<file path="src/rtl/alu_pkg.sv">
// Shared definitions for the execute-stage ALU and multiplier:
// opcode encodings, multiply-type encodings, CPSR bit positions and
// the packed NZCV flag layout.
package alu_pkg;

  typedef enum logic [3:0] {
    OP_AND = 4'h0,
    OP_EOR = 4'h1,
    OP_SUB = 4'h2,
    OP_RSB = 4'h3,
    OP_ADD = 4'h4,
    OP_ADC = 4'h5,
    OP_SBC = 4'h6,
    OP_RSC = 4'h7,
    OP_TST = 4'h8,
    OP_TEQ = 4'h9,
    OP_CMP = 4'hA,
    OP_CMN = 4'hB,
    OP_ORR = 4'hC,
    OP_MOV = 4'hD,
    OP_BIC = 4'hE,
    OP_MVN = 4'hF
  } alu_op_e;

  localparam logic [2:0] MT_MUL   = 3'b000;
  localparam logic [2:0] MT_MLA   = 3'b001;
  localparam logic [2:0] MT_UMULL = 3'b100;
  localparam logic [2:0] MT_UMLAL = 3'b101;
  localparam logic [2:0] MT_SMULL = 3'b110;
  localparam logic [2:0] MT_SMLAL = 3'b111;

  localparam int CPSR_N = 31;
  localparam int CPSR_Z = 30;
  localparam int CPSR_C = 29;
  localparam int CPSR_V = 28;

  typedef struct packed {
    logic n;
    logic z;
    logic c;
    logic v;
  } flags_t;

endpackage

</file>
<file path="src/rtl/alu_multiplier_if.sv">
// Operand/result bundle between the register-read stage and the
// execute datapath. The master drives operands; the slave (datapath)
// drives the registered results.
interface alu_multiplier_if;
  logic [31:0] a_i;
  logic [31:0] b_i;
  logic [31:0] c_i;
  logic [31:0] d_i;
  logic [31:0] cpsr_i;
  logic [3:0]  opcode_i;
  logic [2:0]  type_i;
  logic [31:0] result_o;
  logic [63:0] m_result_o;
  logic [3:0]  flags_o;

  modport master (
    output a_i, b_i, c_i, d_i, cpsr_i, opcode_i, type_i,
    input  result_o, m_result_o, flags_o
  );

  modport slave (
    input  a_i, b_i, c_i, d_i, cpsr_i, opcode_i, type_i,
    output result_o, m_result_o, flags_o
  );
endinterface

</file>
<file path="src/rtl/alu_multiplier_mul_core.sv">
// mul_core: combinational 32x32 multiply-accumulate.
// With ALU_LONG_MULTIPLY_EN defined it forms the full 64-bit signed or
// unsigned product plus a 64-bit accumulator; otherwise only the low
// 32-bit product plus low accumulate word is built.
module mul_core (
  input  logic [31:0] a_i,
  input  logic [31:0] b_i,
  input  logic [63:0] acc_i,
  input  logic        signed_i,
  output logic [63:0] prod_o
);

`ifdef ALU_LONG_MULTIPLY_EN
  // Sign- or zero-extend to 64 bits; the low 64 bits of the 64x64
  // product are then the exact 32x32 product in either signedness.
  logic [63:0] a_ext;
  logic [63:0] b_ext;

  assign a_ext  = {{32{signed_i & a_i[31]}}, a_i};
  assign b_ext  = {{32{signed_i & b_i[31]}}, b_i};
  assign prod_o = a_ext * b_ext + acc_i;
`else
  logic [31:0] prod_lo;
  logic        unused_long;

  assign prod_lo     = a_i * b_i + acc_i[31:0];
  assign prod_o      = {32'd0, prod_lo};
  assign unused_long = &{1'b0, signed_i, acc_i[63:32]};
`endif

endmodule

</file>
<file path="src/rtl/alu_multiplier.sv">
// alu_multiplier: execute-stage ALU (16 ARM data-processing opcodes with
// NZCV generation) and 32x32 multiplier, both registered once.
// Optional feature macro: ALU_LONG_MULTIPLY_EN enables the 64-bit
// UMULL/UMLAL/SMULL/SMLAL forms; without it those types return zero.
module alu_multiplier
  import alu_pkg::*;
(
  input logic              clk,
  input logic              rst,
  alu_multiplier_if.slave  bus
);

  logic [31:0] ax, ay, logic_res, result_d, result_q;
  logic        cin, arith;
  logic [32:0] sum;
  flags_t      flags_d, flags_q;
  logic        mul_signed;
  logic [63:0] mul_acc, mul_prod, m_result_d, m_result_q;
  logic        unused_cpsr;

  // Steer operands into a single adder: subtracts use x + ~y + carry-in.
  // NOTE: every always_comb output gets a default first so no path can
  // leave it unassigned and infer a latch.
  always_comb begin
    ax        = bus.a_i;
    ay        = bus.b_i;
    cin       = 1'b0;
    arith     = 1'b1;
    logic_res = '0;
    case (alu_op_e'(bus.opcode_i))
      OP_AND, OP_TST: begin arith = 1'b0; logic_res = bus.a_i & bus.b_i;  end
      OP_EOR, OP_TEQ: begin arith = 1'b0; logic_res = bus.a_i ^ bus.b_i;  end
      OP_SUB, OP_CMP: begin ay = ~bus.b_i; cin = 1'b1;                    end
      OP_RSB:         begin ax = bus.b_i; ay = ~bus.a_i; cin = 1'b1;      end
      OP_ADD, OP_CMN: begin cin = 1'b0;                                   end
      OP_ADC:         begin cin = bus.cpsr_i[CPSR_C];                     end
      OP_SBC:         begin ay = ~bus.b_i; cin = bus.cpsr_i[CPSR_C];      end
      OP_RSC:         begin ax = bus.b_i; ay = ~bus.a_i;
                            cin = bus.cpsr_i[CPSR_C];                     end
      OP_ORR:         begin arith = 1'b0; logic_res = bus.a_i | bus.b_i;  end
      OP_MOV:         begin arith = 1'b0; logic_res = bus.b_i;            end
      OP_BIC:         begin arith = 1'b0; logic_res = bus.a_i & ~bus.b_i; end
      OP_MVN:         begin arith = 1'b0; logic_res = ~bus.b_i;           end
      default:        ;
    endcase
  end

  // Carry out of the inverted-operand adder is already ARM's NOT-borrow.
  assign sum       = {1'b0, ax} + {1'b0, ay} + {32'd0, cin};
  assign result_d  = arith ? sum[31:0] : logic_res;
  assign flags_d.n = result_d[31];
  assign flags_d.z = (result_d == 32'd0);
  assign flags_d.c = arith ? sum[32] : bus.cpsr_i[CPSR_C];
  assign flags_d.v = arith ? ((ax[31] == ay[31]) && (sum[31] != ax[31]))
                           : bus.cpsr_i[CPSR_V];

  assign unused_cpsr = &{1'b0, bus.cpsr_i[CPSR_N], bus.cpsr_i[CPSR_Z],
                         bus.cpsr_i[27:0]};

  // Select signedness and accumulator for the multiply type.
  always_comb begin
    mul_signed = 1'b0;
    mul_acc    = '0;
    case (bus.type_i)
      MT_MLA:   mul_acc = {32'd0, bus.c_i};
      MT_UMLAL: mul_acc = {bus.d_i, bus.c_i};
      MT_SMULL: mul_signed = 1'b1;
      MT_SMLAL: begin mul_signed = 1'b1; mul_acc = {bus.d_i, bus.c_i}; end
      default:  ;
    endcase
  end

  mul_core u_mul_core (
    .a_i      (bus.a_i),
    .b_i      (bus.b_i),
    .acc_i    (mul_acc),
    .signed_i (mul_signed),
    .prod_o   (mul_prod)
  );

  // Shape the multiplier result: short forms keep only the low word.
  always_comb begin
    m_result_d = '0;
    case (bus.type_i)
      MT_MUL, MT_MLA: m_result_d = {32'd0, mul_prod[31:0]};
`ifdef ALU_LONG_MULTIPLY_EN
      MT_UMULL, MT_UMLAL, MT_SMULL, MT_SMLAL: m_result_d = mul_prod;
`endif
      default:        m_result_d = '0;
    endcase
  end

`ifndef ALU_LONG_MULTIPLY_EN
  logic unused_mul_hi;
  assign unused_mul_hi = &{1'b0, mul_prod[63:32]};
`endif

  // Output registers for both units; cleared asynchronously by rst.
  // NOTE: state is updated with non-blocking assignments so every
  // register samples the pre-edge value of its inputs.
  always_ff @(posedge clk or posedge rst) begin
    if (rst) begin
      result_q   <= '0;
      flags_q    <= '0;
      m_result_q <= '0;
    end else begin
      result_q   <= result_d;
      flags_q    <= flags_d;
      m_result_q <= m_result_d;
    end
  end

  assign bus.result_o   = result_q;
  assign bus.flags_o    = flags_q;
  assign bus.m_result_o = m_result_q;

endmodule

</file>
<file path="src/flat_wrapper.sv">
// flat-port wrapper written by rule: the top's interface ports become plain ports
module alu_multiplier_flat import alu_pkg::*;
  (clk, rst, bus_a_i, bus_b_i, bus_c_i, bus_d_i, bus_cpsr_i, bus_opcode_i, bus_type_i, bus_result_o, bus_m_result_o, bus_flags_o);
  alu_multiplier_if bus_i ();
  input logic clk;
  input logic rst;
  input wire logic [$bits(bus_i.a_i)-1:0] bus_a_i;
  input wire logic [$bits(bus_i.b_i)-1:0] bus_b_i;
  input wire logic [$bits(bus_i.c_i)-1:0] bus_c_i;
  input wire logic [$bits(bus_i.d_i)-1:0] bus_d_i;
  input wire logic [$bits(bus_i.cpsr_i)-1:0] bus_cpsr_i;
  input wire logic [$bits(bus_i.opcode_i)-1:0] bus_opcode_i;
  input wire logic [$bits(bus_i.type_i)-1:0] bus_type_i;
  output wire logic [$bits(bus_i.result_o)-1:0] bus_result_o;
  output wire logic [$bits(bus_i.m_result_o)-1:0] bus_m_result_o;
  output wire logic [$bits(bus_i.flags_o)-1:0] bus_flags_o;
  assign bus_i.a_i = bus_a_i;
  assign bus_i.b_i = bus_b_i;
  assign bus_i.c_i = bus_c_i;
  assign bus_i.d_i = bus_d_i;
  assign bus_i.cpsr_i = bus_cpsr_i;
  assign bus_i.opcode_i = bus_opcode_i;
  assign bus_i.type_i = bus_type_i;
  assign bus_result_o = bus_i.result_o;
  assign bus_m_result_o = bus_i.m_result_o;
  assign bus_flags_o = bus_i.flags_o;
  alu_multiplier u_core (.clk(clk), .rst(rst), .bus(bus_i));
endmodule
</file>
<file path="config.mk">
export PLATFORM = sky130hd
export DESIGN_NAME = alu_multiplier_flat
export DESIGN_NICKNAME = d
export VERILOG_FILES = /design/src/rtl/alu_pkg.sv /design/src/rtl/alu_multiplier_if.sv /design/src/rtl/alu_multiplier_mul_core.sv /design/src/rtl/alu_multiplier.sv /design/src/flat_wrapper.sv
export SDC_FILE = /design/constraint.sdc
export NUM_CORES = 2
export LEC_CHECK = 0
export ABC_AREA = 0
export BUFFER_PORTS_ARGS = -buffer_cell sky130_fd_sc_hd__buf_2
export CAP_MARGIN = 20
export CORE_MARGIN = 5
export CORE_UTILIZATION = 67
export CTS_CLUSTER_SIZE = 28
export DETAILED_ROUTE_END_ITERATION = 16
export MAX_ROUTING_LAYER = met4
export PLACE_DENSITY = 0.94
export SYNTH_ARGS = -nofsm -noshare
export SYNTH_HDL_FRONTEND = slang
export SYNTH_SLANG_ARGS = --single-unit
</file>
<file path="constraint.sdc">
create_clock -name clk -period 3.3 [get_ports clk]
set_input_delay 0.66 -clock clk [delete_from_list [all_inputs] [get_ports clk]]
set_output_delay 0.66 -clock clk [all_outputs]
set_load 0.05 [all_outputs]
</file>
==> results of run 1 <==
==> synthesized netlist by cell type (18+ instances only) <==
cell type                  count  area, sq um
sky130_fd_sc_hd__inv_1       544         2042
sky130_fd_sc_hd__fa_1        440         8808
sky130_fd_sc_hd__nor2_1      382         1434
sky130_fd_sc_hd__nand2_1     362         1359
sky130_fd_sc_hd__ha_1        203         2540
sky130_fd_sc_hd__o21ai_0     160        800.8
sky130_fd_sc_hd__clkbuf_1    116        435.4
sky130_fd_sc_hd__a21oi_1      75        375.4
sky130_fd_sc_hd__xnor2_1      72        630.6
sky130_fd_sc_hd__dfrtp_1      67         1677
sky130_fd_sc_hd__buf_4        38        285.3
sky130_fd_sc_hd__xor2_1       27        236.5
sky130_fd_sc_hd__nor3_1       26        130.1
sky130_fd_sc_hd__a21o_1       25        187.7
sky130_fd_sc_hd__buf_1        25        93.84
sky130_fd_sc_hd__and2_1       21        131.4
sky130_fd_sc_hd__nand3_1      21        105.1
sky130_fd_sc_hd__a211oi_1     18        135.1
==> what timing repair did <==
| action | in CTS |
|---|---|
| setup buffers | 45 |
| pin swaps | 126 |
| gates cloned | 3 |
| resized for setup | 240 |
| endpoints found under the setup margin | 56 |
==> cell families after synthesis <==
logic type                 Yosys count
xor gates and xnor gates            99
adders and majority gates          643
and+or+nand+nor                    896
other                                1
DFF                                 67
AOI/OAI and AO/OA                  434
muxes                                7
buffers and inverters              764
==> metal layers <==
layer / global-route usage, % / GRT overflow
met2: 96.80 / 369
met5: - / -
met4: 87.15 / 206
met3: 80.47 / 91
met1: 84.35 / 60
==> through the flow <==
stage	cells	area, sq um
detailed placement	3852	28230
floorplan	2942	24310
CTS	3915	29870
global placement	3852	28230
==> reports/qor.log, run 1 <==
[run_status] result of the run aborted with a tool error
[run_status] Fail Step global routing (5_1_grt)
[run_status] First Error [ERROR GRT-0116] Global routing finished with congestion. Check the congestion regions in the DRC Viewer.
[synthesis] synthesized-area fraction occupied by ao, oa, aoi and oai cells 12.06%
[clock_network] CTS root buf sky130_fd_sc_hd__clkbuf_16
[synthesis] post-synthesis adder-cell area fraction 48.05%
[synthesis] post-synthesis share of cell area spent on xor and xnor gates 3.671%
[global_routing] Total Routing Usage GR 87.61%
[placed_design] number of port buffers 174
[global_routing] via count of the first global-routing pass 36110
[clock_network] sinks on the clock net 67
[floorplan] width of the die 197.8 um
[global_routing] maximum number of pins on one net before global-route repair 48
[synthesis] portion of netlist area occupied by mux cells 0.3019%
[global_routing] gr ovfl total 726
[placed_design] post-placement worst setup slack -4.587 ns
[synthesis] main combinational cell family by area after synthesis adder cells
[floorplan] Std-Cell Rows 68
[clock_network] Clock Path Buffers 2
[synthesis] portion of the post-synthesis area used by sequential elements 7.098%
[synthesis] post-synthesis share of cell area spent on and, or, nand and nor gates 15.91%
[floorplan] I/O pin cnt 269
[floorplan] Initial Utilization 68.04%
[clock_network] CTS H-Tree Depth 3
[synthesis] Post-synth ARST share 100.0%
[synthesis] EDFF count, synth 0
[synthesis] number of warnings printed during yosys synthesis 0
[synthesis] total of flip-flops plus latches after synthesis 67
[global_routing] wire length of the first global-routing pass 246700 um
[placed_design] DP Wirelength 81830 um
[clock_network] cts hold-fix bufs 0
[synthesis] mean cell area of the mapped netlist 8.114 sq um
[placed_design] RePlAce Congestion 1.187
[floorplan] Die H 197.8 um
[synthesis] number of distinct standard cells referenced by the synthesized netlist 90
[synthesis] summed instance area of the synthesized netlist 23620 sq um
[synthesis] top flip-flop cell by instance count after synthesis sky130_fd_sc_hd__dfrtp_1
[synthesis] gate count of the mapped netlist 2911
[clock_network] CTS Buf Count 9
==> run 2: changes to the inputs <==
--- a/config.mk
+++ b/config.mk
@@ -9,11 +9,9 @@
 export BUFFER_PORTS_ARGS = -buffer_cell sky130_fd_sc_hd__buf_2
 export CAP_MARGIN = 20
 export CORE_MARGIN = 5
-export CORE_UTILIZATION = 67
-export CTS_CLUSTER_SIZE = 28
+export CORE_UTILIZATION = 40
 export DETAILED_ROUTE_END_ITERATION = 16
-export MAX_ROUTING_LAYER = met4
-export PLACE_DENSITY = 0.94
+export PLACE_DENSITY_LB_ADDON = 0.15
 export SYNTH_ARGS = -nofsm -noshare
 export SYNTH_HDL_FRONTEND = slang
 export SYNTH_SLANG_ARGS = --single-unit
==> run 2 against run 1 <==
  * The flow now finishes, with violations (setup timing)
  * Area after synthesis did not move
  * Synthesized cell count did not move
==> reports/qor.log, run 2 <==
[floorplan] Core Footprint 58800 sq um
[worst_setup_path] critical path startpoint category input pin
[synthesis] number of warnings printed during yosys synthesis 0 [unchanged]
[floorplan] width of the die 253 um [+28%]
[worst_setup_path] slowest cell on the critical path sky130_fd_sc_hd__fa_1
[clock_network] CTS root buf sky130_fd_sc_hd__clkbuf_16
[clock_network] TritonCTS clock tree built
[hold_path] Worst Hold Class in -> async
[synthesis] post-synthesis share of cell area spent on xor and xnor gates 3.671% [unchanged]
[worst_setup_path] critical setup path kind in -> reg
[clock_network] CTS Buf Count 9 [unchanged]
[layout] flip-flop count of the largest register after layout 32
[layout] Post-layout nets 4313
[layout] register area 1677 sq um
[synthesis] post-synthesis share of cell area spent on and, or, nand and nor gates 15.91% [unchanged]
[synthesis] total of flip-flops plus latches after synthesis 67 [unchanged]
[sta] f_max 139.5 MHz
[global_routing] maximum number of pins on one net before global-route repair 48
[sta] final worst path period share 217.2%
[placed_design] number of port buffers 174 [unchanged]
[synthesis] area share of the leading cell type in the synthesized netlist 37.29% [unchanged]
[global_routing] gr ovfl total 0
[sta] setup violation total in the final timing report 48
[floorplan] I/O pin cnt 269 [unchanged]
[synthesis] post-synthesis adder-cell area fraction 48.05% [unchanged]
[placed_design] Placed Instances 4199 [+9.0%]
[detailed_routing] overall via count from detail_route 22670
[layout] layout filler cell count 5606
[clock_network] Clock Path Buffers 2 [unchanged]
[synthesis] portion of the post-synthesis area used by sequential elements 7.098% [unchanged]
[sta] shortest period the worst path allows 7.168 ns
[synthesis] number of distinct standard cells referenced by the synthesized netlist 90 [unchanged]
[synthesis] top flip-flop cell by instance count after synthesis sky130_fd_sc_hd__dfrtp_1
[detailed_routing] total wire length after detailed routing 99360 um
[run] max_cap viols 0
[sta] final number of max-transition violations 0
[clock_network] cts hold-fix bufs 0 [unchanged]
[sta] RSZ-0062 raised after global routing true
[synthesis] synthesized-area fraction occupied by ao, oa, aoi and oai cells 12.06% [unchanged]
[worst_setup_path] capturing element type of the critical path flip-flop
[clock_network] CTS H-Tree Depth 3 [unchanged]
[synthesis] cell with the most instances after synthesis sky130_fd_sc_hd__inv_1
[layout] Final Instance Count excl. Fillers 4280
[detailed_routing] DR pass1 iterations 6
[floorplan] area of the die 64010 sq um
[layout] commonest cells after routing, fill and taps aside sky130_fd_sc_hd__inv_1, sky130_fd_sc_hd__buf_4, sky130_fd_sc_hd__fa_1
[worst_setup_path] worst endpoint data arrival time 7.47 ns
[placed_design] post-placement worst setup slack -4.556 ns [+0.03114 ns]
[synthesis] leading cell types by count after synthesis sky130_fd_sc_hd__inv_1, sky130_fd_sc_hd__fa_1, sky130_fd_sc_hd__nor2_1, sky130_fd_sc_hd__nand2_1, sky130_fd_sc_hd__ha_1
[detailed_routing] DR WL/cell 23.22 um
[synthesis] EDFF count, synth 0 [unchanged]
[layout] area growth from synthesis to final layout 33.07%
[floorplan] Std-Cell Rows 89 [+31%]
[detailed_routing] DR iter-0 viols 1851
[sta] relative slew slack 48.07%
[sta] count of endpoints failing hold in the final timing report 0
[synthesis] mean cell area of the mapped netlist 8.114 sq um [unchanged]
[run_status] violations in the final reports setup timing
[synthesis] Post-synth ARST share 100.0% [unchanged]
[run_status] result of the run finished, violations left
[floorplan] Initial Utilization 40.17% [-28 points]
[synthesis] summed instance area of the synthesized netlist 23620 sq um [unchanged]
[layout] most common library cell in the layout ignoring fill and taps sky130_fd_sc_hd__inv_1
[global_routing] via count of the first global-routing pass 23400
[worst_setup_path] cell seen most often among critical-path stages sky130_fd_sc_hd__fa_1
[detailed_routing] Avg Vias per Cell 5.296
[layout] multi-input gate area in the final layout 20580 sq um
[sta] Final Worst Setup Slack -3.868 ns
[synthesis] cells taking the most area after synthesis sky130_fd_sc_hd__fa_1, sky130_fd_sc_hd__ha_1, sky130_fd_sc_hd__inv_1
[worst_setup_path] largest fanout of any net on the critical path 6
[global_routing] wire length of the first global-routing pass 146800 um
[layout] ratio of cells with drive above 1 in the final layout 30.09%
[global_routing] number of antenna violations at the first check in global routing 5
[synthesis] main combinational cell family by area after synthesis adder cells
[synthesis] gate count of the mapped netlist 2911 [unchanged]
[detailed_routing] number of antenna-violating nets in the routed design 0
[placed_design] RePlAce Congestion 0.9841 [-17%]
[synthesis] biggest area consumer among synthesized cells sky130_fd_sc_hd__fa_1
[detailed_routing] number of design rule violations left after detail routing 0
[synthesis] portion of netlist area occupied by mux cells 0.3019% [unchanged]
[floorplan] Die H 253 um [+28%]
[worst_setup_path] peak per-stage delay on the critical path 0.53 ns
[clock_network] sinks on the clock net 67 [unchanged]
[placed_design] DP Wirelength 81930 um [+0.13%]
[sta] pin slew with the least headroom to its limit 0.7773 ns
[global_routing] Total Routing Usage GR 30.45%
[clock_network] clock slew at reported path FFs 0.07 ns
[worst_setup_path] worst path required time 3.60 ns
-- run 2: cell counts after synthesis --
No cell type changed its count.
-- run 2: stage by stage --
| step | instance area, sq um | hold slack, ns | util, % | TNS [ns] |
|---|---|---|---|---|
| final | 31430 | 0.1796 | 53.46 | -87.02 |
| after global routing | 31430 | 0.1865 | 53.45 | -93.85 |
| after CTS | 30100 | 0.1688 | 51.19 | -86.39 |
| after detailed placement | 28880 | 0.5921 | 49.13 | -130.01 |
| after global placement | 28880 | 0.5854 | 49.13 | -126.06 |
| after floorplan | 24310 | 0.7768 | - | -89.80 |
-- run 2: cell type report --
type,count,area share [%]
diodes,1,0.007961
clock buffers,11,0.7404
clock inverters,5,0.1712
inverters,566,6.907
multi-input cells,2111,65.47
flip-flops and latches,67,5.334
well taps,773,3.077
repair buffers,746,18.29
-- run 2: worst max-delay path, delay by kind of cell --
family / cells / cell delay [ns]
adders and majority gates: 9 / 4.14
buffers and inverters: 10 / 0.86
AOI/OAI and AO/OA: 10 / 1.60
and+or+nand+nor: 2 / 0.20
-- run 2: metal layers --
metal / wire length [um] / up-vias / share of wire, % / GRT usage (%)
met1: 43150 / 11490 / 43 / 42.59
met3: 6799 / 151 / 6.8 / 5.115
met2: 45730 / 875 / 46 / 48.65
met5: 39 / - / 0.039 / 0
li1: - / 10150 / - / -
met4: 3643 / 8 / 3.7 / 9.594
-- run 2: kinds of logic after synthesis --
logic type	count (synthesis)
other	1
AOI/OAI and AO/OA	434
and+or+nand+nor	896
DFF	67
buffers and inverters	764
xor gates and xnor gates	99
muxes	7
adders and majority gates	643
-- run 2: what timing repair did --
| item | in CTS | in global routing |
|---|---|---|
| buffers inserted | 28 | 42 |
| endpoints found under the hold margin | 0 | 0 |
| gates resized for setup | 163 | 218 |
| pin swaps | 103 | 161 |
| cloned | 0 | 3 |
| setup endpoints to repair | 57 | 53 |
-- run 2: path summary, 6_finish.rpt --
kind                                 from                         to  slack [ns]  cells past startpoint
min in group clk           bus_cpsr_i[28]      u_core.bus.flags_o[0]        0.53                      2
worst min-delay path                  rst     u_core.bus.result_o[6]        0.18                      2
worst max-delay path        bus_type_i[1]  u_core.bus.m_result_o[30]       -3.87                     31
max in group asynchronous             rst  u_core.bus.m_result_o[29]        2.40                      3
Power of run 2 is not shown: default switching activity piles up to over one toggle a cycle in this logic, so the estimate is an artifact.
